$ cat config.mk
export PLATFORM = sky130hd
export DESIGN_NAME = controller
export DESIGN_NICKNAME = d
export VERILOG_FILES = /design/src/rtl/controller_pkg.sv /design/src/rtl/controller.sv
export SDC_FILE = /design/constraint.sdc
export NUM_CORES = 1
export LEC_CHECK = 0
export BUFFER_PORTS_ARGS = -buffer_cell sky130_fd_sc_hd__clkbuf_2
export CORE_AREA = 5 5 42 44
export CTS_CLUSTER_DIAMETER = 60
export DETAILED_ROUTE_END_ITERATION = 8
export DIE_AREA = 0 0 47 49
export GPL_TIMING_DRIVEN = 1
export PLACE_DENSITY = 0.56
export RECOVER_POWER = 100
export SLEW_MARGIN = 0
export SYNTH_ARGS = -nofsm -noshare
export SYNTH_HDL_FRONTEND = slang
export SYNTH_SLANG_ARGS = --single-unit
$ cat constraint.sdc
create_clock -name clock -period 4 [get_ports clock]
set_clock_uncertainty 0.1 [all_clocks]
set_input_delay 0.8 -clock clock [delete_from_list [all_inputs] [get_ports clock]]
set_output_delay 0.8 -clock clock [all_outputs]
set_load 0.03 [all_outputs]
$ cat src/rtl/controller_pkg.sv
// Shared types and state codes for the memory-to-memory transfer controller.
// Codes below assume the default fill depth; the top re-derives them from its own A_WORDS.
package controller_pkg;

  localparam int unsigned STATE_W     = 5;
  localparam int unsigned A_WORDS_DEF = 8;

  localparam logic [STATE_W-1:0] S_IDLE       = STATE_W'(0);
  localparam logic [STATE_W-1:0] S_FILL_FIRST = STATE_W'(1);
  localparam logic [STATE_W-1:0] S_FILL_LAST  = STATE_W'(A_WORDS_DEF);
  localparam logic [STATE_W-1:0] S_XFER_FIRST = STATE_W'(A_WORDS_DEF + 1);
  localparam logic [STATE_W-1:0] S_XFER_LAST  = STATE_W'(2 * A_WORDS_DEF);
  localparam logic [STATE_W-1:0] S_DONE       = STATE_W'(2 * A_WORDS_DEF + 1);

  typedef struct packed {
    logic inc_a;
    logic inc_b;
    logic wea;
    logic web;
  } ctrl_out_t;

endpackage

$ cat src/rtl/controller.sv
// Moore sequencer: fills memory A, then streams A in pairs writing one word per pair into B.
// Define CONTROLLER_LOOP_EN to make DONE wrap back to IDLE and repeat the run forever.
module controller #(
  parameter int unsigned STATE_W = controller_pkg::STATE_W,
  parameter int unsigned A_WORDS = controller_pkg::A_WORDS_DEF
) (
  input  logic               clock,
  input  logic               Reset,
  output logic               IncA,
  output logic               IncB,
  output logic               WEA,
  output logic               WEB,
  output logic [STATE_W-1:0] ps,
  output logic [STATE_W-1:0] ns
);

  import controller_pkg::*;

  localparam logic [STATE_W-1:0] Idle      = STATE_W'(0);
  localparam logic [STATE_W-1:0] FillFirst = STATE_W'(1);
  localparam logic [STATE_W-1:0] FillLast  = STATE_W'(A_WORDS);
  localparam logic [STATE_W-1:0] XferFirst = STATE_W'(A_WORDS + 1);
  localparam logic [STATE_W-1:0] XferLast  = STATE_W'(2 * A_WORDS);
  localparam logic [STATE_W-1:0] Done      = STATE_W'(2 * A_WORDS + 1);

  logic [STATE_W-1:0] ps_q, ns_d, xfer_off;
  ctrl_out_t          out;

  always_ff @(posedge clock or negedge Reset) begin
    if (!Reset) ps_q <= Idle;
    else        ps_q <= ns_d;
  end

  always_comb begin
    ns_d = Idle;
    if (ps_q == Idle) begin
      ns_d = FillFirst;
    end else if (ps_q <= XferLast) begin
      ns_d = ps_q + STATE_W'(1);
    end else if (ps_q == Done) begin
`ifdef CONTROLLER_LOOP_EN
      ns_d = Idle;
`else
      ns_d = Done;
`endif
    end
  end

  // Even offset from the last fill state marks the second read of each pair.
  assign xfer_off = ps_q - FillLast;

  always_comb begin
    out = '0;
    if (ps_q >= FillFirst && ps_q <= FillLast) begin
      out.inc_a = 1'b1;
      out.wea   = 1'b1;
    end else if (ps_q >= XferFirst && ps_q <= XferLast) begin
      out.inc_a = 1'b1;
      if (!xfer_off[0]) begin
        out.inc_b = 1'b1;
        out.web   = 1'b1;
      end
    end
  end

  assign IncA = out.inc_a;
  assign IncB = out.inc_b;
  assign WEA  = out.wea;
  assign WEB  = out.web;
  assign ps   = ps_q;
  assign ns   = ns_d;

endmodule

; Word-level counts from Yosys, hierarchy flattened
; Index checks and enable logic that the tools add are counted.
[word_totals]
elab_cells = 21
inputBits = 2
register_bits = 5
output_inout_bits = 14
[classes]
mux = 10
reduce_logical = 3
n_eq_ne = 1
n_addsub = 2
magnitude_cmp = 4
[ops]
columns = cell, n
row1 = 5-bit 2-to-1 mux, 3
row2 = 1-bit 2-to-1 mux, 6
row3 = "5-bit by 1-bit adder with 5-bit output, second input constant", 1
row4 = "5-bit == test, second input constant", 1
row5 = "5-bit by 1-bit >= comparator with 1-bit output, second input constant", 1
row6 = "5-bit by 4-bit >= comparator with 1-bit output, second input constant", 1
row7 = "5-bit by 4-bit <= comparator with 1-bit output, second input constant", 1
row8 = "5-bit <= comparator, second input constant", 1
row9 = 5-bit logical NOT, 1
row10 = 1-bit logical AND, 2
row11 = 2-bit 2-to-1 mux, 1
row12 = "1-bit subtractor, second input constant", 1

; Logic depth before layout (Yosys ltp)
; Gate-level depths: netlist (run 1).
[logic_depth]
word_depth = 4
depth_mapped = 6

; Worst setup path after synthesis (run 1)
; Ideal clock, no wire load.
[synth_path]
path_type = register to output
start = register ps_q[0], in the netlist ps[0]
end = output port WEB
path_buffers = 1
t_required_ns = 3.100
stages_incl_launch_ff = 7
arrival_time_ns = 1.996
path_slack_ns = 1.104
cell_sequence = dfrtp_1 inv_1 ha_1 and4bb_1 a21oi_1 a21oi_1 buf_4
[synth_via]
elab_chain_len = 4
elab_cells_between_ends = 10
cone_classes = 1 x add/sub / 4 x order compare / 3 x mux / 2 x reduce/logical
[synth_rtl]
columns = element, line
row1 = "start, declared", controller.sv:26  ; logic [STATE_W-1:0] ps_q, ns_d, xfer_off;
row2 = "start signal, assigned", controller.sv:30  ; if (!Reset) ps_q <= Idle;
row3 = "start signal, assigned", controller.sv:31  ; else ps_q <= ns_d;
row4 = 5-bit by 4-bit >= comparator with 1-bit output (tied with other cells), controller.sv:57  ; end else if (ps_q >= XferFirst && ps_q <= XferLast) begin
row5 = 1-bit logical AND / 1-bit 2-to-1 mux (equally long branches), "controller.sv:57, controller.sv:59"
row6 = 1-bit 2-to-1 mux, controller.sv:57
row7 = 1-bit 2-to-1 mux (*), controller.sv:54  ; if (ps_q >= FillFirst && ps_q <= FillLast) begin
row8 = "end, declared", controller.sv:12  ; output logic WEB,
; Mark *: on every way between the ends. The rest lies on a longest branch, timed or not.

; Worst setup path after layout (run 1)
; Same ends and word-level chain as after synthesis.

==> results of run 1 <==
-- worst reg2reg max path, stage by stage, from the launching register on --
cell,delay (ns)
dfrtp_1,0.48
inv_1,0.08
ha_1,0.29
and4bb_1,0.27
nand2_1,0.08
o21ai_0,0.11
-- logic make-up after synthesis --
logic type / synth area share
AOI/OAI and AO/OA: 0.2306
xor gates and xnor gates: 0.02273
adders and majority gates: 0.09741
buffers and inverters: 0.09090
DFF: 0.3247
and+or+nand+nor: 0.2338
-- cell usage after synthesis --
master / number / area (um^2)
and4bb_1: 1 / 12.51
nand3b_1: 2 / 15.01
and2b_1: 1 / 7.510
o2bb2ai_1: 1 / 8.760
a21oi_1: 5 / 25.02
nor2b_1: 1 / 6.260
nand3_1: 2 / 10.01
o31ai_1: 1 / 7.510
buf_2: 1 / 5.000
o21a_1: 1 / 7.510
o211ai_1: 1 / 7.510
o22ai_1: 1 / 6.260
inv_1: 3 / 11.26
and2b_2: 1 / 8.760
a21boi_0: 1 / 7.510
o21ai_0: 2 / 10.01
dfrtp_1: 5 / 125.1
nor2_2: 1 / 6.260
nor2_1: 1 / 3.750
nor4_1: 1 / 6.260
nand2_1: 2 / 7.510
ha_1: 3 / 37.54
nand2b_1: 1 / 6.260
buf_4: 1 / 7.510
o311ai_0: 1 / 8.760
xor2_1: 1 / 8.760
buf_6: 1 / 11.26
-- how the worst min path moves through the flow --
stage	start	cells past startpoint	to
5_1_grt	Reset	1	ps[4]
6_report	Reset	1	ps[4]
4_1_cts	Reset	1	ps[4]
2_1_floorplan	Reset	0	ps[0]
3_3_place_gp	Reset	1	ps[1]
3_5_place_dp	Reset	1	ps[1]
-- where the power goes --
group / switching, mW / internal (mW)
Sequential: 0 / 0.0508
Clock: 0.0207 / 0.0377
Combinational: 0.000955 / 0.000212
Total: 0.0217 / 0.0887
-- layer usage --
layer,GRT usage,wire [um],up-vias
li1,-,-,188
met1,0.1047,359,164
met2,0.1199,399,18
met3,0.05535,102,2
met4,0.04147,6,0
met5,0,0,-
-- stage by stage --
stage,area (um^2),hold WS [ns],setup slack (ns)
global placement,456.7,0.5215,1.494
CTS,483.0,0.2576,1.218
global route,464.2,0.3189,0.9997
detailed placement,456.7,0.5215,1.479
finish,464.2,0.3015,1.136
floorplan,385.4,0.4044,1.104
-- area by class of cell --
cell class	count	area [um^2]
Fill cell	160	937.1
Multi-Input combinational cell	32	225.2
Sequential cell	5	125.1
Timing Repair Buffer	15	56.30
Clock buffer	4	26.28
Tap cell	16	20.02
Inverter	3	11.26
==> results.md, run 1 <==
- R2R Setup Slk: 2.45 ns
- HP Class: primary input to async pin
- Delay-heaviest family, CP: flip-flops
- Reg-to-reg critical path endpoint: ps[2]
- Worst setup path startpoint: ps[0]
- Post-placement cell count: 71
- Gr usage total: 0.08769
- Worst-path cell chain: inv_1 -> ha_1 -> and4bb_1 -> a21oi_1 -> a21oi_1 -> clkbuf_1
- CTS Buf Count: 3
- CORE AREA: 1401 um^2
- Antenna Cells: 0
- Reg2Reg Launch Point: ps[0]
- Critical Path AT: 1.96 ns
- Via Count: 372
- Nets: 65
- Leakage dissipation: 0.1853 nW
- Port buffer count: 15
- Routed WL: 866 um
- Iteration count of the initial detailed-routing pass: 4
- Endpoints failing setup: 0
- Worst-case reg-to-reg path depth: 5
- Placer Congestion: 0.8187
- Setup CP Type: flop to output pin
- Synth Area per Inst: 8.962 um^2
- Max FFs per register: 5
- Upper clock frequency limit: 349.1 MHz
- Initial DRC Count: 13
- Worst path buffer plus inverter count: 2
- Number of global-route vias before repair: 314
- Die Height: 49 um
- Num rows: 14
- Vias per cell: 4.960
- Hold-fix buffers, CTS: 0
- Starting Density: 0.2750
- Commonest non-fill, non-tap cells in the layout: 16 x clkbuf_1, 5 x a21oi_1, 5 x dfrtp_1
- Share of cells above drive strength 1: 0.08475
- CTS resizes: 0
- Post-synthesis sequential area ratio: 0.3247
- Max Slew Vio Count: 0
- Worst setup EP type: output pin
- Critical path depth in cells: 6
- Design Power: 0.1104 mW
- Relative max-transition margin: 0.7488
- Final Hold Fails: 0
- Clk sinks: 5
- Status: finished clean
- Commonest non-fill, non-tap cell in the layout: clkbuf_1
- Final Non-Filler Cells: 75
- Worst setup endpoint: WEB
- RSZ-0062 raised after global routing: false
- Max cap viols: 0
- Slew @ Worst Pin: 0.3734 ns
- CTS tree: yes
- Flop and latch count out of synthesis: 5
- Remaining Overflow, GRT: 0
- Post-CTS setup buffers: 0
- CP max stage cell: dfrtp_1
- Setup_tns: 0 ns
- Area growth, synth to finish: 20.45%
- Worst-Skew Late Latency: 0.24 ns
- YS warnings: 0
- Final Core Density: 0.3313
- Clk slew on worst S/H paths: 0.04 ns
- Worst IR Drop VDD: 187.6 uV
- Clock Tree Buf Depth: 2
- Synth cell types: 27
- Mapped Area: 385.4 um^2
- Post-layout min period: 2.864 ns
- Cells after synthesis: 43
- Post-route DRC: 0
- Syn_nets: 48
- Root buf cell: clkbuf_4
- Critical path's largest stage delay: 0.46 ns
- Largest net degree at the start of global routing: 14
- WL/cell: 11.55 um
- # IOs: 16
- Power per cell area: 237.8 nW/um^2
- Most frequent CP cell: a21oi_1
- Startpoint types: flop
- Crit path required time: 3.10 ns
- First-pass GRT wire length: 1.442 mm
- DIE AREA: 2303 um^2
- Crit Path Max Fanout: 9
- CTS H-tree lvls: 1
- Post-route ant nets: 0
- Die width: 47 um
- Initial antenna violation count: 0
- Period utilisation layout: 0.7161
(Power assumes the default switching activity.)
==> inputs of run 2 (changes only) <==
--- a/config.mk
+++ b/config.mk
@@ -11,7 +11,7 @@
 export DETAILED_ROUTE_END_ITERATION = 8
 export DIE_AREA = 0 0 47 49
 export GPL_TIMING_DRIVEN = 1
-export PLACE_DENSITY = 0.56
+export PLACE_DENSITY = 0.58
 export RECOVER_POWER = 100
 export SLEW_MARGIN = 0
 export SYNTH_ARGS = -nofsm -noshare
==> constraint.sdc (replaced) <==
create_clock -name clock -period 2.57 [get_ports clock]
set_clock_uncertainty 0.1 [all_clocks]
set_input_delay 0.514 -clock clock [delete_from_list [all_inputs] [get_ports clock]]
set_output_delay 0.514 -clock clock [all_outputs]
set_load 0.03 [all_outputs]
==> run 2 against run 1 <==
Critical path depth did not move. Register-to-register slack got worse by 1.4 ns. Routed wire length fell by 1.3%. First-iteration DRC count fell by 69%. Core utilization rose by 1.5 points. Sequential share of layout area fell by 1.2 points. Total power rose by 57%. Cell count rose by 1.3%. Global-route usage rose by 0.34 points.
==> results.md, run 2 (synthesis results as in run 1) <==
- Critical Path AT: 1.78 ns (was 1.96 ns)
- Relative max-transition margin: 0.7176 (was 0.7488)
- # IOs: 16 (unchanged)
- Nets: 66 (was 65)
- Post-place instance area: 460.4 um^2 (was 456.7 um^2)
- Reg2Reg Launch Point: ps[0] (unchanged)
- Upper clock frequency limit: 417.2 MHz
- Commonest non-fill, non-tap cells in the layout: 12 x clkbuf_1, 5 x dfrtp_1, 4 x a21oi_1, 4 x clkbuf_2 (was 16 x clkbuf_1, 5 x a21oi_1, 5 x dfrtp_1)
- Final-layout fill cell count: 158 (was 160)
- First-pass GRT wire length: 1.490 mm (was 1.442 mm)
- Crit Path Max Fanout: 9 (unchanged)
- Area growth, synth to finish: 25.97% (was 20.45%)
- Share of cells above drive strength 1: 0.1833 (was 0.08475)
- Endpoints failing setup: 0 (unchanged)
- Setup_tns: 0 ns (unchanged)
- HP Class: primary input to async pin (unchanged)
- Startpoint types: flop (unchanged)
- Max cap viols: 0 (unchanged)
- R2R Setup Slk: 1.10 ns (was 2.45 ns)
- Worst IR Drop VDD: 283.3 uV (was 187.6 uV)
- Placer Congestion: 0.7664 (was 0.8187)
- Remaining Overflow, GRT: 0 (unchanged)
- Crit path required time: 1.96 ns (was 3.10 ns)
- CTS tree: yes (unchanged)
- Design Power: 0.1734 mW (was 0.1104 mW)
- Leakage dissipation: 0.2013 nW (was 0.1853 nW)
- Antenna Cells: 0 (unchanged)
- Setup CP Type: flop to output pin (unchanged)
- Setup ws final: 0.1732 ns (was 1.136 ns)
- CTS H-tree lvls: 1 (unchanged)
- Clk slew on worst S/H paths: 0.05 ns (was 0.04 ns)
- WL/cell: 11.25 um (was 11.55 um)
- Starting Density: 0.2750 (unchanged)
- Reg-to-reg critical path endpoint: ps[2] (unchanged)
- Post-layout min period: 2.397 ns
- Worst setup EP type: output pin (unchanged)
- Post-Place Setup Slack: 0.3771 ns (was 1.479 ns)
- Iteration count of the initial detailed-routing pass: 4 (unchanged)
- Final Cell Area: 485.5 um^2 (was 464.2 um^2)
- DIE AREA: 2303 um^2 (unchanged)
- Post-route DRC: 0 (unchanged)
- Slew @ Worst Pin: 0.4197 ns (was 0.3734 ns)
- Die width: 47 um (unchanged)
- Root buf cell: clkbuf_4 (unchanged)
- CTS Buf Count: 3 (unchanged)
- Max FFs per register: 5 (unchanged)
- Port buffer count: 15 (unchanged)
- Status: finished clean (unchanged)
- Number of global-route vias before repair: 334 (was 314)
- RSZ-0062 raised after global routing: false (unchanged)
- Routed WL: 855 um (was 866 um)
- Die Height: 49 um (unchanged)
- DP HPWL: 655 um
- CORE AREA: 1401 um^2 (unchanged)
- Commonest non-fill, non-tap cell in the layout: clkbuf_1 (unchanged)
- Worst Hold Slack: 0.5465 ns (was 0.3015 ns)
- Via Count: 374 (was 372)
- Worst-case reg-to-reg path depth: 5 (unchanged)
- Clk sinks: 5 (unchanged)
- Num rows: 14 (unchanged)
- Max Slew Vio Count: 0 (unchanged)
- Worst-Skew Late Latency: 0.24 ns (about the same)
- Clock Tree Buf Depth: 2 (unchanged)
- Initial DRC Count: 4 (was 13)
- Vias per cell: 4.921 (was 4.960)
- Initial antenna violation count: 0 (unchanged)
- Largest net degree at the start of global routing: 14 (unchanged)
- Period utilisation layout: 0.9326
- Power per cell area: 357.3 nW/um^2 (was 237.8 nW/um^2)
- Final Hold Fails: 0 (unchanged)
- Post-route ant nets: 0 (unchanged)
- Gr usage total: 0.09110 (was 0.08769)
==> run 2: cell count changes in the layout (fill, tap and decap cells not counted) <==
cell / delta
ha_2: +1
a21oi_2: +1
dlygate4sd3_1: +1
ha_1: -1
a21oi_1: -1
clkbuf_1: -4
clkbuf_2: +4
==> run 2: layout make-up <==
cell class,count,area [um^2],share of cell area
multi-input cells,32,231.5,0.4768
clock buffers,4,26.28,0.05412
flip-flops and latches,5,125.1,0.2577
inverters,3,11.26,0.02320
repair buffers,16,71.32,0.1469
well taps,16,20.02,0.04124
==> run 2: critical path: stages, from the launching register on <==
cell and delay (ns):
dfrtp_1 0.47, inv_1 0.10, ha_2 0.25, and4bb_1 0.26, a21oi_1 0.07, a21oi_2 0.17, clkbuf_2 0.22
==> run 2: report_power, final <==
part           switching [mW]  internal (mW)  leakage (nW)
combinational         0.00155        0.00132         0.127
clock                  0.0328         0.0588        0.0150
sequential                  0         0.0790        0.0594
total                  0.0344          0.139         0.201
==> run 2: worst max path at each step <==
stage,startpoint,endpoint,slack (ns),depth (start not counted)
6_report,ps[0],WEB,0.17,6
3_5_place_dp,ps[0],IncB,0.38,6
2_1_floorplan,ps[0],WEB,0.13,6
3_3_place_gp,ps[0],WEB,0.42,6
5_1_grt,ps[0],IncB,0.03,6
4_1_cts,ps[0],WEB,0.12,6
==> run 2: what timing repair did <==
action	4_1_cts	5_1_grt
setup buffers	0	0
gates resized for setup	0	1
endpoints found under the hold margin	5	0
hold buffers	1	0
endpoints found under the setup margin	0	2
==> run 2: metrics by stage <==
step / cells / util
detailed placement: 71 / 0.3286
finish: 76 / 0.3464
floorplan: 43 / -
global route: 76 / 0.3464
CTS: 76 / 0.3545
global placement: 71 / 0.3286
==> run 2: routing by layer <==
metal / up-vias / GRT usage / wire, um / share of wire
met5: - / 0 / 0 / 0
met4: 0 / 0.04147 / 8 / 0.0094
met3: 3 / 0.06273 / 75 / 0.088
met2: 14 / 0.1267 / 378 / 0.44
met1: 169 / 0.1042 / 392 / 0.46
li1: 188 / - / - / -
